[config.mk]
export PLATFORM = sky130hd
export DESIGN_NAME = hazard_controller
export DESIGN_NICKNAME = d
export VERILOG_FILES = /design/src/rtl/hazard_pkg.sv /design/src/rtl/hazard_detect.sv /design/src/rtl/hazard_controller.sv
export SDC_FILE = /design/constraint.sdc
export NUM_CORES = 1
export LEC_CHECK = 0
export BUFFER_PORTS_ARGS = -buffer_cell sky130_fd_sc_hd__buf_2
export CAP_MARGIN = 20
export CORE_ASPECT_RATIO = 1.1
export CORE_MARGIN = 2
export CORE_UTILIZATION = 50
export DETAILED_ROUTE_END_ITERATION = 10
export PLACE_DENSITY = 0.8
export SYNTH_ARGS = -nofsm -noshare
export SYNTH_HDL_FRONTEND = slang
export SYNTH_HIERARCHICAL = 1
export SYNTH_SLANG_ARGS = --single-unit
[constraint.sdc]
create_clock -name clk -period 2.88 [get_ports clk]
set_input_delay 0.288 -clock clk [delete_from_list [all_inputs] [get_ports clk]]
set_output_delay 0.288 -clock clk [all_outputs]
set_load 0.02 [all_outputs]
[src/rtl/hazard_pkg.sv]
// ============================================================================
// hazard_pkg : shared encodings and register-match helper for hazard logic
// Rev 1.0
// ============================================================================
`default_nettype none

package hazard_pkg;

    localparam logic [1:0] FWD_RF = 2'b00;
    localparam logic [1:0] FWD_W  = 2'b01;
    localparam logic [1:0] FWD_M  = 2'b10;

    typedef enum logic [1:0] {
        ST_FLUSH    = 2'd0,
        ST_RUN      = 2'd1,
        ST_MEM_WAIT = 2'd2
    } state_t;

    // x0 is hardwired zero, so it never creates a dependency.
    function automatic logic reg_match(input logic [4:0] a,
                                       input logic [4:0] b,
                                       input logic       we);
        return we && (a != 5'd0) && (a == b);
    endfunction

endpackage

`default_nettype wire

[src/rtl/hazard_detect.sv]
// ============================================================================
// hazard_detect : combinational forwarding selects and load-use/branch hazards
// Rev 1.0
// ============================================================================
`default_nettype none

module hazard_detect
    import hazard_pkg::*;
(
    input  logic [4:0] i_rs1_D,
    input  logic [4:0] i_rs2_D,
    input  logic [4:0] i_rs1_E,
    input  logic [4:0] i_rs2_E,
    input  logic [4:0] i_rd_E,
    input  logic [4:0] i_rd_M,
    input  logic [4:0] i_rd_W,
    input  logic       i_reg_wr_en_E,
    input  logic       i_reg_wr_en_M,
    input  logic       i_reg_wr_en_W,
    input  logic       i_load_E,
    input  logic       i_load_M,
    input  logic       i_branch_D,
    output logic       o_fwdA_D,
    output logic       o_fwdB_D,
    output logic [1:0] o_fwdA_E,
    output logic [1:0] o_fwdB_E,
    output logic       o_lw_stall,
    output logic       o_br_stall
);

    logic w_m_alu_wr;

    // A load in M has no result yet, so only ALU results forward from M.
    assign w_m_alu_wr = i_reg_wr_en_M && !i_load_M;

    always_comb begin
        o_fwdA_E = FWD_RF;
        if (reg_match(i_rd_M, i_rs1_E, w_m_alu_wr))
            o_fwdA_E = FWD_M;
        else if (reg_match(i_rd_W, i_rs1_E, i_reg_wr_en_W))
            o_fwdA_E = FWD_W;

        o_fwdB_E = FWD_RF;
        if (reg_match(i_rd_M, i_rs2_E, w_m_alu_wr))
            o_fwdB_E = FWD_M;
        else if (reg_match(i_rd_W, i_rs2_E, i_reg_wr_en_W))
            o_fwdB_E = FWD_W;
    end

    assign o_fwdA_D = reg_match(i_rd_M, i_rs1_D, w_m_alu_wr);
    assign o_fwdB_D = reg_match(i_rd_M, i_rs2_D, w_m_alu_wr);

    assign o_lw_stall = i_load_E &&
                        (reg_match(i_rd_E, i_rs1_D, 1'b1) ||
                         reg_match(i_rd_E, i_rs2_D, 1'b1));

    assign o_br_stall = i_branch_D &&
                        (reg_match(i_rd_E, i_rs1_D, i_reg_wr_en_E) ||
                         reg_match(i_rd_E, i_rs2_D, i_reg_wr_en_E) ||
                         (i_load_M &&
                          (reg_match(i_rd_M, i_rs1_D, 1'b1) ||
                           reg_match(i_rd_M, i_rs2_D, 1'b1))));

endmodule

`default_nettype wire

[src/rtl/hazard_controller.sv]
// ============================================================================
// hazard_controller : pipeline sequencer (flush-after-reset, stalls, flushes,
//                     memory-wait timeout, stall-cycle counter)
// Rev 1.0
// ============================================================================
`default_nettype none

module hazard_controller
    import hazard_pkg::*;
#(
    parameter int FLUSH_CYCLES = 3,
    parameter int MEM_TIMEOUT  = 256,
    parameter int CNT_W        = 32
) (
    input  logic             clk,
    input  logic             clr,
    input  logic [4:0]       i_rs1_D,
    input  logic [4:0]       i_rs2_D,
    input  logic [4:0]       i_rs1_E,
    input  logic [4:0]       i_rs2_E,
    input  logic [4:0]       i_rd_E,
    input  logic [4:0]       i_rd_M,
    input  logic [4:0]       i_rd_W,
    input  logic             i_reg_wr_en_E,
    input  logic             i_reg_wr_en_M,
    input  logic             i_reg_wr_en_W,
    input  logic             i_load_E,
    input  logic             i_load_M,
    input  logic             i_branch_D,
    input  logic             i_branch_taken_D,
    input  logic             i_dmem_req_M,
    input  logic             i_dmem_ready_M,
    output logic             o_stall_F,
    output logic             o_stall_D,
    output logic             o_stall_E,
    output logic             o_stall_M,
    output logic             o_flush_D,
    output logic             o_flush_E,
    output logic             o_flush_W,
    output logic             o_fwdA_D,
    output logic             o_fwdB_D,
    output logic [1:0]       o_fwdA_E,
    output logic [1:0]       o_fwdB_E,
    output logic             o_mem_timeout,
    output logic [CNT_W-1:0] o_stall_count
);

    localparam int FC_W = (FLUSH_CYCLES > 1) ? $clog2(FLUSH_CYCLES) : 1;
    localparam int TO_W = $clog2(MEM_TIMEOUT + 1);

    state_t            r_state;
    logic [FC_W-1:0]   r_flush_cnt;
    logic [TO_W-1:0]   r_to_cnt;
    logic              r_mem_timeout;
    logic [CNT_W-1:0]  r_stall_count;

    logic w_lw_stall;
    logic w_br_stall;
    logic w_hazard;
    logic w_mem_wait;

    hazard_detect u_detect (
        .i_rs1_D       (i_rs1_D),
        .i_rs2_D       (i_rs2_D),
        .i_rs1_E       (i_rs1_E),
        .i_rs2_E       (i_rs2_E),
        .i_rd_E        (i_rd_E),
        .i_rd_M        (i_rd_M),
        .i_rd_W        (i_rd_W),
        .i_reg_wr_en_E (i_reg_wr_en_E),
        .i_reg_wr_en_M (i_reg_wr_en_M),
        .i_reg_wr_en_W (i_reg_wr_en_W),
        .i_load_E      (i_load_E),
        .i_load_M      (i_load_M),
        .i_branch_D    (i_branch_D),
        .o_fwdA_D      (o_fwdA_D),
        .o_fwdB_D      (o_fwdB_D),
        .o_fwdA_E      (o_fwdA_E),
        .o_fwdB_E      (o_fwdB_E),
        .o_lw_stall    (w_lw_stall),
        .o_br_stall    (w_br_stall)
    );

    assign w_hazard = w_lw_stall || w_br_stall;

    // The miss-detect cycle in RUN already behaves as a wait cycle; the
    // ready cycle in MEM_WAIT already behaves as a RUN cycle.
    assign w_mem_wait = ((r_state == ST_RUN) && i_dmem_req_M && !i_dmem_ready_M) ||
                        ((r_state == ST_MEM_WAIT) && !i_dmem_ready_M);

    always_ff @(posedge clk or posedge clr) begin
        if (clr) begin
            r_state       <= ST_FLUSH;
            r_flush_cnt   <= FC_W'(FLUSH_CYCLES - 1);
            r_to_cnt      <= '0;
            r_mem_timeout <= 1'b0;
            r_stall_count <= '0;
        end else begin
            unique case (r_state)
                ST_FLUSH: begin
                    if (r_flush_cnt == '0)
                        r_state <= ST_RUN;
                    else
                        r_flush_cnt <= r_flush_cnt - FC_W'(1);
                end
                ST_RUN: begin
                    if (w_mem_wait)
                        r_state <= ST_MEM_WAIT;
                end
                ST_MEM_WAIT: begin
                    if (i_dmem_ready_M)
                        r_state <= ST_RUN;
                end
                default: r_state <= ST_FLUSH;
            endcase

            if (w_mem_wait) begin
                if (r_to_cnt != TO_W'(MEM_TIMEOUT))
                    r_to_cnt <= r_to_cnt + TO_W'(1);
                if (r_to_cnt >= TO_W'(MEM_TIMEOUT - 1))
                    r_mem_timeout <= 1'b1;
            end else begin
                r_to_cnt <= '0;
            end

            if (o_stall_F && (r_stall_count != {CNT_W{1'b1}}))
                r_stall_count <= r_stall_count + CNT_W'(1);
        end
    end

    always_comb begin
        o_stall_F = 1'b0;
        o_stall_D = 1'b0;
        o_stall_E = 1'b0;
        o_stall_M = 1'b0;
        o_flush_D = 1'b0;
        o_flush_E = 1'b0;
        o_flush_W = 1'b0;
        unique case (r_state)
            ST_FLUSH: begin
                o_flush_D = 1'b1;
                o_flush_E = 1'b1;
                o_flush_W = 1'b1;
            end
            ST_RUN, ST_MEM_WAIT: begin
                if (w_mem_wait) begin
                    // Taken branch stays in D (no flush) and resolves after the wait.
                    o_stall_F = 1'b1;
                    o_stall_D = 1'b1;
                    o_stall_E = 1'b1;
                    o_stall_M = 1'b1;
                    o_flush_W = 1'b1;
                end else begin
                    o_stall_F = w_hazard;
                    o_stall_D = w_hazard;
                    o_flush_E = w_hazard;
                    o_flush_D = i_branch_taken_D && !w_hazard;
                end
            end
            default: begin
                o_flush_D = 1'b1;
                o_flush_E = 1'b1;
                o_flush_W = 1'b1;
            end
        endcase
    end

    assign o_mem_timeout = r_mem_timeout;
    assign o_stall_count = r_stall_count;

endmodule

`default_nettype wire
==> results.md <==
Drt:
- After the first detailed-routing iteration, the DRC count stood at 109.
- The sum of met2 wire segment lengths after detailed routing is between 3000 and 4000 um.
- Summed over all layers, the routed wires come to 6970 um.
- The per-cell routed wire length is 14.0 um.
- For this run, design rule violations remaining after detail routing come to 0.
- The number of optimization iterations in the first detailed-route pass is 4.
- The remaining number of nets flagged by the antenna check after routing is 0.
- The detailed router used layers up to and including met4.
- The routed length on met1 is about 3000 um.
- In the detailed route, the total length drawn on met3 is around 280 um.
- Dividing the detail-routed via count by the number of cells gives 5.32.
- The routed via count is about 2700.

Global route:
- The number of antenna violations at the first check in global routing is 0.
- Summed over all layers, the global routing overflow is 0.
- The via count of the first global-routing pass is ~2600.
- Entering global routing, the biggest net connects 18 pins.
- The first global-routing pass estimated 11800 um of wire.
- The total global-route track usage is 0.220.

Power and ir drop:
- Across the VDD grid, the largest voltage drop is 0.459 mV.
- In this run the static leakage power is 1.83 nW.
- Of the total power, the share spent switching nets is 0.366.
- Of the total power, combinational logic draws 0.340.
- The proportion of power drawn by flip-flops and latches is 0.402.
- Summed over all nets, the switching power comes to 0.000712 W.
- The total chip power is around 0.002 W.
- The internal power of the cells totals ~0.0012 W.
- The total power divided by cell area is about 530 nW/um^2.
- The share of total power dissipated in the clock network is 0.257.

Logic synthesis:
- The number of distinct library cells after synthesis is 37.
- The number of enable-type register cells in the synthesized netlist is 0.
- Synthesis produced 330 cells.
- The mean post-synth cell area is 9.08 um^2.
- The proportion of synthesized flip-flops having asynchronous set or reset is 1.00.
- For this run, the leading register cell type out of synthesis is dfrtp_1.
- The post-synthesis net count is about 380.
- The flip-flop and latch count after synthesis is 46.
- For this run, the register share of the synthesized area comes to 0.385.
- The post-synthesis cell area is approximately 3000 um^2.
- The synthesis warning total is 6.

STA:
- Dividing the final minimum period by the clock period gives 0.893.
- Setup repair after global routing left no endpoint under its margin.
- The final setup skew is 0.00716 ns.
- Static timing analysis puts the maximum clock frequency at 389 MHz.
- Setup violations remaining at the end of the flow were counted as 0.
- The max-slew headroom at the worst pin is 0.535.
- After routing, the total negative slack on setup checks comes to 0 ns.
- The actual slew at the worst max-slew pin is 0.693 ns.
- The worst hold margin is -0.00453 ns.
- The number of hold violations in the final report is 6.
- The number of max-slew violations in the final report is 0.
- The minimum period implied by the final worst setup slack is 2.57 ns.

Clock network:
- The CTS tree is yes.
- The library cell used as clock root buffer is clkbuf_8.
- In this run, post-CTS repair resized a total of 0 instances.
- The CTS buffer count is 5.
- Buffers added to address setup during post-CTS repair amount to 0.
- Clock tree synthesis found a total of 46 sinks.
- The H-tree was split into 2 levels.
- The maximum root-to-sink buffer count is 2.
- After clock tree synthesis, the clock-pin slew on the worst setup and hold paths is 0.09 ns.
- For this design, the CTS-stage hold fixing added 0 buffers.
- Clock latency on the worst-skew pair, taken at its later pin, is approximately 0.30 ns.

Setup path:
- The worst reg-to-reg setup slack is 0.34 ns.
- In this run the critical register-to-register path is captured at o_stall_count[27].
- The data arrival time of the critical path is around 2.3 ns.
- The beginning of the worst register-to-register path is r_state[0].
- The largest driver fanout on the critical path is 13.
- The depth of the most critical reg-to-reg path is 9.
- The critical path starts at r_state[0].
- The data required time at the worst endpoint is 2.59 ns.
- The worst setup path is launched from a flip-flop.
- The kind of end point of the critical path is an output pin.
- The setup path with the least slack is of type reg -> out.

Layout:
- The number of filler cells placed in the layout is 487.
- The most common cell after layout, fill and taps aside is buf_2.
- Of the cells placed in the final design, the portion with a size suffix greater than 1 is 0.273.
- The top cell types in the final layout, fill and taps aside, are buf_2, xor2_1, dfrtp_1.
- The number of nets at the end of the flow is between 400 and 500.
- In the final layout, flip-flops and latches occupy 1150 um^2.
- The antenna diode count is 0.
- Compared with the post-synthesis result, the final layout area differs by 21.9%.
- In the final layout, the multi-input gates occupy 1700 um^2.

Floorplanning:
- Measured along the x axis, the die boundary spans 77.8 um.
- In this run the standard cell core region covers 5770 um^2.
- From bottom edge to top edge, the die measures roughly 85 um.
- The number of standard-cell rows in the floorplan is 29.
- The starting density of the core is 0.519.
- 92 I/O pins were placed.
- The die covers 6630 um^2.

Job:
- Max-cap violations in this run came to 0.

Min path:
- The path class of the lowest-slack min-delay path is in -> async.

Status:
- The run finished, with violations left.
- The checks that failed: negative hold slack.

Place:
- Buffers placed on the I/O ports in this run total slightly above 90.
- The total half-perimeter wirelength after legalization and detailed placement is 5460 um.
- The final weighted congestion in routability-driven placement is between 0.8 and 0.9.
state kept, by name, indices dropped and copies added (netlist names):
register and cells:
r_flush_cnt 2, r_to_cnt 9, o_stall_count 32, r_state 2, o_mem_timeout 1
per-stage QoR:
step           worst slack [ns]  area (um^2)  hold slack, ns  utilization  cells
2_1_floorplan             0.512         3000           0.446            -    330
3_3_place_gp              0.463         3510           0.440        0.608    490
3_5_place_dp              0.284         3540           0.331        0.613    491
4_1_cts                   0.327         3650         0.00165        0.633    499
5_1_grt                  0.0924         3650          0.0224        0.633    499
6_report                  0.307         3650        -0.00453        0.633    499
cell type report:
| class | instances | share of cell area |
|---|---|---|
| tap | 77 | 0.0264 |
| sequential | 46 | 0.315 |
| timing repair buffer | 96 | 0.140 |
| clock buffer | 7 | 0.0236 |
| clock inverter | 1 | 0.00822 |
| multi-input combinational | 253 | 0.466 |
| inverter | 19 | 0.0195 |
power groups by stage:
stage                     Sequential (W)  Clock [W]  Combinational (W)
final                           0.000783   0.000501           0.000662
after global routing            0.000795   0.000537           0.000733
after CTS                       0.000783   0.000512           0.000660
after detailed placement        0.000794          0           0.000659
after global placement          0.000793          0           0.000636
after floorplan                 0.000831          0           0.000400
cells by family (layout without fill, tap and decap cells):
logic type	count (synthesis)	in the layout	synth area share
xor gates and xnor gates	76	76	0.222
buffers and inverters	31	123	0.0468
adders and majority gates	8	8	0.0334
AOI/OAI and AO/OA	21	21	0.0413
DFF	46	46	0.385
muxes	3	3	0.0113
and+or+nand+nor	145	145	0.261
worst max-delay path: stages (launching register included):
cell,delay [ns]
dfrtp_1,0.40
inv_1,0.10
ha_1,0.22
a21oi_1,0.07
or2_2,0.40
a21o_1,0.23
inv_1,0.31
buf_2,0.25
routing by layer:
metal	vias up	GRT usage
li1	1299	-
met1	1282	0.275
met2	64	0.395
met3	8	0.0298
met4	0	0.0666
met5	-	0
cell usage after synthesis, drive strengths merged (3+ instances only):
cell	instances	area, um^2
xor2	47	412
dfrtp	45	1130
nor2	32	120
xnor2	29	254
nand2	24	90.1
nand3	24	120
nor3	20	100
inv	19	71.3
nand4	12	75.1
buf	11	65.1
nor4	11	93.8
o21ai	9	45.0
ha	8	100
or4	5	41.3
a21oi	4	20.0
and3	4	25.0
nor4b	4	35.0
mux2	3	33.8
how the worst max path moves through the flow:
stage / endpoint / slack, ns / depth (start not counted)
final: o_stall_F / 0.31 / 7
after global routing: o_stall_count[13] / 0.09 / 9
after CTS: o_stall_F / 0.33 / 7
after detailed placement: o_stall_count[27] / 0.28 / 12
after global placement: o_stall_count[30] / 0.46 / 12
after floorplan: o_stall_count[17] / 0.51 / 14
(Power assumes the default switching activity.)
